**src/rtl/fetch_stage.sv**
```systemverilog
// Instruction-fetch stage: owns the PC, addresses the instruction memory and
// registers the returned word into the IF/ID pipeline register. Handles
// stall, redirect/flush, halt on ECALL/EBREAK and PC range/alignment faults.
// Optional build macro FETCH_CNT_EN adds a 32-bit valid-fetch counter output
// fetch_cnt_o.
module fetch_stage #(
  parameter int unsigned ADDR_W   = 6,
  parameter logic [31:0] RESET_PC = 32'h0000_0000
) (
  input  logic              clk,
  input  logic              rst,
  input  logic              stall_i,
  input  logic              redirect_i,
  input  logic [31:0]       redirect_pc_i,
  output logic [ADDR_W-1:0] imem_addr_o,
  input  logic [31:0]       imem_data_i,
  output logic [31:0]       ifid_pc_o,
  output logic [31:0]       ifid_pc4_o,
  output logic [31:0]       ifid_inst_o,
  output logic              ifid_valid_o,
  output logic              halted_o,
  output logic              fault_o
`ifdef FETCH_CNT_EN
  ,
  output logic [31:0]       fetch_cnt_o
`endif
);

  localparam int unsigned HI_LSB = ADDR_W + 2;
  localparam logic [31:0] NOP    = 32'h0000_0013;
  localparam logic [31:0] ECALL  = 32'h0000_0073;
  localparam logic [31:0] EBREAK = 32'h0010_0073;

  typedef enum logic [1:0] {
    S_RUN,
    S_HALT,
    S_FAULT
  } state_t;

  state_t      r_state;
  state_t      w_state_nxt;
  logic [31:0] r_pc;
  logic [31:0] w_pc_nxt;
  logic [31:0] w_pc4;
  logic        r_valid;
  logic        w_valid_nxt;
  logic        w_capture;
  logic        w_tgt_bad;
  logic        w_pc4_bad;
  logic        w_is_sys;
  logic [31:0] r_ifid_pc;
  logic [31:0] r_ifid_pc4;
  logic [31:0] r_ifid_inst;

  assign w_pc4       = r_pc + 32'd4;
  assign w_tgt_bad   = (redirect_pc_i[1:0] != 2'b00) || (redirect_pc_i[31:HI_LSB] != '0);
  assign w_pc4_bad   = (w_pc4[31:HI_LSB] != '0);
  assign w_is_sys    = (imem_data_i == ECALL) || (imem_data_i == EBREAK);

  assign imem_addr_o  = r_pc[ADDR_W+1:2];
  assign ifid_pc_o    = r_ifid_pc;
  assign ifid_pc4_o   = r_ifid_pc4;
  assign ifid_inst_o  = r_ifid_inst;
  assign ifid_valid_o = r_valid;
  assign halted_o     = (r_state == S_HALT);
  assign fault_o      = (r_state == S_FAULT);

  // Next-state, next-PC and IF/ID capture decision; priority redirect > stall > fetch
  always_comb begin
    w_state_nxt = r_state;
    w_pc_nxt    = r_pc;
    w_valid_nxt = r_valid;
    w_capture   = 1'b0;
    case (r_state)
      S_RUN: begin
        if (redirect_i) begin
          w_valid_nxt = 1'b0;
          if (w_tgt_bad) w_state_nxt = S_FAULT;
          else           w_pc_nxt    = redirect_pc_i;
        end else if (!stall_i) begin
          w_capture   = 1'b1;
          w_valid_nxt = 1'b1;
          if (w_is_sys)       w_state_nxt = S_HALT;
          else if (w_pc4_bad) w_state_nxt = S_FAULT;
          else                w_pc_nxt    = w_pc4;
        end
      end
      S_HALT: begin
        w_valid_nxt = 1'b0;
        if (redirect_i) begin
          if (w_tgt_bad) begin
            w_state_nxt = S_FAULT;
          end else begin
            w_state_nxt = S_RUN;
            w_pc_nxt    = redirect_pc_i;
          end
        end
      end
      S_FAULT: begin
        w_valid_nxt = 1'b0;
      end
      default: begin
        w_state_nxt = S_FAULT;
        w_valid_nxt = 1'b0;
      end
    endcase
  end

  // State, PC and valid registers
  always_ff @(posedge clk or posedge rst) begin
    if (rst) begin
      r_state <= S_RUN;
      r_pc    <= RESET_PC;
      r_valid <= 1'b0;
    end else begin
      r_state <= w_state_nxt;
      r_pc    <= w_pc_nxt;
      r_valid <= w_valid_nxt;
    end
  end

  // IF/ID payload: loaded only on a real fetch, otherwise held
  always_ff @(posedge clk or posedge rst) begin
    if (rst) begin
      r_ifid_pc   <= '0;
      r_ifid_pc4  <= '0;
      r_ifid_inst <= NOP;
    end else if (w_capture) begin
      r_ifid_pc   <= r_pc;
      r_ifid_pc4  <= w_pc4;
      r_ifid_inst <= imem_data_i;
    end
  end

`ifdef FETCH_CNT_EN
  logic [31:0] r_fetch_cnt;

  // Count edges that load a valid instruction into IF/ID
  always_ff @(posedge clk or posedge rst) begin
    if (rst)            r_fetch_cnt <= '0;
    else if (w_capture) r_fetch_cnt <= r_fetch_cnt + 32'd1;
  end

  assign fetch_cnt_o = r_fetch_cnt;
`endif

endmodule

```
**config.mk**
```make
export PLATFORM = sky130hd
export DESIGN_NAME = fetch_stage
export DESIGN_NICKNAME = d
export VERILOG_FILES = /design/src/rtl/fetch_stage.sv
export SDC_FILE = /design/constraint.sdc
export NUM_CORES = 1
export LEC_CHECK = 0
export ABC_AREA = 0
export BUFFER_PORTS_ARGS = -buffer_cell sky130_fd_sc_hd__clkbuf_2
export CORE_MARGIN = 1.5
export CORE_UTILIZATION = 56
export CTS_CLUSTER_SIZE = 28
export DETAILED_ROUTE_END_ITERATION = 12
export GPL_TIMING_DRIVEN = 0
export PLACE_DENSITY = 0.88
export SLEW_MARGIN = 20
export SYNTH_ARGS = -nofsm -noshare
export SYNTH_HDL_FRONTEND = slang
export SYNTH_SLANG_ARGS = --single-unit
```
**constraint.sdc**
```tcl
create_clock -name clk -period 8.9 [get_ports clk]
set_clock_uncertainty 0.05 [all_clocks]
set_input_delay 0.89 -clock clk [delete_from_list [all_inputs] [get_ports clk]]
set_output_delay 0.89 -clock clk [all_outputs]
set_load 0.1 [all_outputs]
```
[Yosys cells after proc, flatten, opt, wreduce, memory -nomap -nowiden]
Index checks and enable logic that the tools add are counted.
Operators by class
  reduce and logical (&&, ||, !) cells: 9
  mux-type cells: 21
  equality and inequality tests: 10
  $add $sub $neg: 1
  bitwise logic cells: 1
Operator list (count)
  32-bit 2-to-1 mux: 6
  32-bit one-hot mux with 2 select lines: 1
  24-bit nonzero test: 2
  32-bit by 3-bit adder with 32-bit output (second input constant): 1
  32-bit by 21-bit == test with 1-bit output (second input constant): 1
  32-bit by 7-bit == test with 1-bit output (second input constant): 1
  2-bit 2-to-1 mux: 7
  3-bit inequality test (second input constant): 4
  5-bit AND reduction: 2
  1-bit 2-to-1 mux: 6
  2-bit one-hot mux with 3 select lines: 1
  4-bit inequality test (second input constant): 1
  2-bit nonzero test: 2
  2-bit by 1-bit == test with 1-bit output (second input constant): 1
  2-bit == test (second input constant): 1
  2-bit logical NOT: 1
  1-bit logical OR: 2
  2-bit inequality test (second input constant): 1
  1-bit inverter: 1
Word-level totals
  flip-flop bits (word level): 131
  bits of input ports: 68

[Depth between registers and ports, before layout]
  word-level depth: 7
  mapped depth: 12
  depth with buffers taken out: 9

[Least setup slack after synthesis]
Ideal clock, no wire load.
  path kind: flip-flop to flip-flop
  from: register r_state[1]
  to: register r_pc[7]
  slack: 5.822 ns
  buffers on the path: 0
  setup time: 0.126 ns
  cell stages (with the launch flop): 7
  arrival time: 2.902 ns
  required time: 8.724 ns
  cell sequence: dfrtp_1 nor2b_1 nor2_1 nor2_1 a21oi_1 o31a_1 a221o_1
Between the ends
  cells in the longest elaborated chain, start to end: 3
  elaborated cells between the ends (all ways): 9
  those cells by class: eq/ne: 5; mux: 1; reduce/logical: 3
Ends and longest elaborated chain
  start: declaration: line 40  | state_t r_state;
  start signal: assignment: line 116  | r_state <= w_state_nxt;
  2-bit by 1-bit == test with 1-bit output (*)
  via halted_o: line 21  | output logic halted_o,
  2-bit inequality test (no source line) or 2-bit nonzero test (tied branches)
  5-bit AND reduction (no source line)
  end signal: assignment: line 117  | r_pc <= w_pc_nxt;
  end: declaration: line 42  | logic [31:0] r_pc;
The timed path passes the listed nets; every way through them passes the cells marked *.
A chain may end at the register's enable or synchronous reset.

[Final worst setup path]
  from: register r_pc[2]
  to: register r_pc[15]
Between the ends
  cells in the longest elaborated chain, start to end: 6
  elaborated cells between the ends (all ways): 9
  those cells by class: add/sub: 1; eq/ne: 1; mux: 5; reduce/logical: 2
Ends and longest elaborated chain
  32-bit by 3-bit adder with 32-bit output (*): line 55  | assign w_pc4 = r_pc + 32'd4;
  32-bit 2-to-1 mux: line 84  | else if (w_pc4_bad) w_state_nxt = S_FAULT;
  32-bit 2-to-1 mux: line 83  | if (w_is_sys) w_state_nxt = S_HALT;
  32-bit 2-to-1 mux: line 80  | end else if (!stall_i) begin
  32-bit 2-to-1 mux: line 76  | if (redirect_i) begin
  32-bit one-hot mux with 2 select lines: line 74  | case (r_state)
Mark *: on every way between the ends. The rest lies on a longest branch, timed or not. The select of a mux whose other input is x is not followed.

==> metrics.cfg <==
[logic_synthesis]
synthMuxAreaShare_pct = 12.9
synth_fa_ha_area_share_pct = 0.205
synth-edff-count = 0
yosys_warnings = 0
netlist-cell-type-count = 58
synth_area_mm2 = 0.00610
synth_top_family_by_area = simple AND/OR/NAND/NOR gates
synth-simple-area-share_pct = 17.9
synthArstFlopShare_pct = 100
synthCells = 539
synthFlopType = dfrtp_1
ys_ff_latch = 129
synth_compound_area_share_pct = 7.67
synth-xor-area-share_pct = 4.02
synth.net_count = 608
synth_area_per_cell_um2 = 11.3
ys_seq_area_share_pct = 52.9

[grt]
first_global_vias = 5229
grt_pass1_wl_mm = 25.9
grt_util_met1_pct = 35.8
grt_max_degree = 66
antenna_found_initial = 0
grt-ovfl-total = 0
top_usage_layer = met2
grt.total_usage_pct = 29.3
use_met3_pct = 7.02
grt_use_met2_pct = 48.5

[floorplanning]
core_area_mm2 = 0.0105
chipWidth_um = 107
io-pin-count = 173
rows = 37
fp.dieH_um = 107
initial_core_util_pct = 58.3
design.die.area_mm2 = 0.0115

[detailed_routing]
totalWireLength_mm = 16.3
avgRoutedWirePerCell_um = 18.6
drtAntennaViolNets = 0
drc = 0
firstDrtPassIters = 7
drt_iter0_drc = 334
viasPerCell = 5.85
detailroute.via_count = 5145

[timing]
finalSetupViolCount = 0
relSlewSlack_pct = 45.3
finalCriticalPeriod_ns = 3.64
fin_hold_ws_ns = 0.370
max_freq_mhz = 274
slew_violations = 0
rsz0062_at_grt = false
finalCritPeriodShare_pct = 40.9
fin_setup_tns_ns = 0
final-hold-violation-count = 0
tightest_slew_ns = 0.821

[placement]
gp_congestion = 0.923
dp_hpwl_mm = 11.6
portBuffers = 171
place_inst = 847
dpl-instance-area_mm2 = 0.00716

[clock_network]
cts_buffer_depth = 2
cts-root-buf = clkbuf_8
clk_pin_slew_ns = 0.06
numCtsBuffers = 17
ctsResizeCount = 0
clock_latency_ns = 0.53
htreeDepth = 4
holdBufCountCts = 0
cts_sinks = 129
cts_tree = yes
post-cts-setup-buffers = 0

[power]
leakagePower_nw = 3.75
cellPowerDensity_mw_per_mm2 = 214
peakVddDrop_mv = 0.142
pwr-share-seq_pct = 38.1
p_clk_share_pct = 43.2
p_switching_mw = 0.542
p_int_mw = 1.12
pwr-share-comb_pct = 18.7
p_sw_share_pct = 32.6

[setup_path]
arrival_ns = 4.01
path_buf_inv = 1
start_kind = flip-flop
path_class = reg2reg
path_delay_family = simple AND/OR/NAND/NOR gates
required_ns = 9.27
critPathMaxFanout = 10
rr_worst_depth = 10
max_stage_delay_ns = 0.61
crit_chain = ha_1, nand4_1, nor4_1, mux2i_1, nand3_1, nor4_2, a41oi_4, a211o_4, buf_6, and2_1
endpoint_kind = flip-flop
cp_slowest_cell = nor4_1
path_depth = 10

[cells_and_area]
layout-drive-gt1-share_pct = 42.4
mostFrequentLayoutCell = clkbuf_2
multi_input_area_mm2 = 0.00260
area_delta_synth_final_pct = 27.3
antenna_cells = 0
stdcell_area_mm2 = 0.00777
postLayoutCoreUtil_pct = 74.3
stdcell_count = 879
num-nets-final = 799
regArea_mm2 = 0.00323
fill_cells = 748
layout_common_cells = clkbuf_2 (172), dfrtp_1 (126), mux2_2 (68), nor2_1 (47), a21oi_1 (31)

[worst_hold_path]
hold_class = in2async

[flow_run]
drv_cap = 0

[outcome]
outcome = completed

-- power by group through the flow --
stage / Combinational, mW / Clock (mW) / Sequential [mW]
global route: 0.321 / 0.749 / 0.637
detailed placement: 0.310 / 0 / 0.644
global placement: 0.304 / 0 / 0.642
floorplan: 0.0534 / 0 / 0.836
finish: 0.310 / 0.718 / 0.634
CTS: 0.312 / 0.725 / 0.634
-- cell usage after synthesis (5+ instances only) --
cell type / n / area share (%)
dfrtp_1: 126 / 52
mux2_2: 68 / 13
nor2_1: 47 / 2.9
a21oi_1: 31 / 2.5
and2_1: 28 / 2.9
clkbuf_1: 20 / 1.2
nand3_1: 19 / 1.6
nor4_1: 19 / 1.9
nand2_1: 17 / 1.0
xnor2_1: 17 / 2.4
nand4_1: 13 / 1.3
buf_4: 12 / 1.5
xor2_1: 11 / 1.6
nor3_1: 10 / 0.82
buf_2: 9 / 0.74
or4_1: 8 / 0.98
and3_1: 6 / 0.61
o31ai_1: 5 / 0.61
-- metal layers --
| layer | wire length (um) | share of wire, % |
|---|---|---|
| met2 | 8210 | 50 |
| met1 | 6400 | 39 |
| met3 | 1180 | 7.2 |
| met4 | 546 | 3.3 |
| met5 | 0 | 0 |
-- flip-flops by register name, summed over array words and instances, names as in the netlist --
register / cells
ifid_inst_o: 32
ifid_pc_o: 32
r_pc: 32
ifid_pc4_o: 30
r_state: 2
ifid_valid_o: 1
-- stage by stage --
step / total power [mW] / worst slack (ns)
after floorplan: 0.890 / 4.52
after global placement: 0.946 / 3.35
after detailed placement: 0.954 / 5.36
after CTS: 1.67 / 5.33
after global routing: 1.71 / 5.11
final: 1.66 / 5.26
-- cell families after synthesis --
logic type / count (synthesis)
buffers and inverters: 51
xor gates and xnor gates: 28
AOI/OAI and AO/OA: 67
adders and majority gates: 1
DFF: 129
muxes: 70
and+or+nand+nor: 193
-- layout make-up --
| cell class | instances | area share (%) |
|---|---|---|
| plain buffers | 47 | 3.30 |
| clock buffers | 18 | 5.38 |
| clock inverters | 14 | 2.45 |
| inverters | 4 | 0.258 |
| multi-input cells | 359 | 33.5 |
| flip-flops and latches | 129 | 41.6 |
| well taps | 136 | 2.19 |
| repair buffers | 172 | 11.4 |
-- worst paths after layout --
path	from	endpoint	slack, ns
min reg2reg	r_pc[1]	r_pc[1]	0.45
min	rst	ifid_inst_o[31]	0.37
max	r_pc[2]	r_pc[15]	5.26
max reg2reg	r_pc[2]	r_pc[15]	5.26
max in group asynchronous	rst	r_pc[23]	7.70
min in group clk	r_pc[1]	r_pc[1]	0.45
Power figures use the tool's default switching activity.
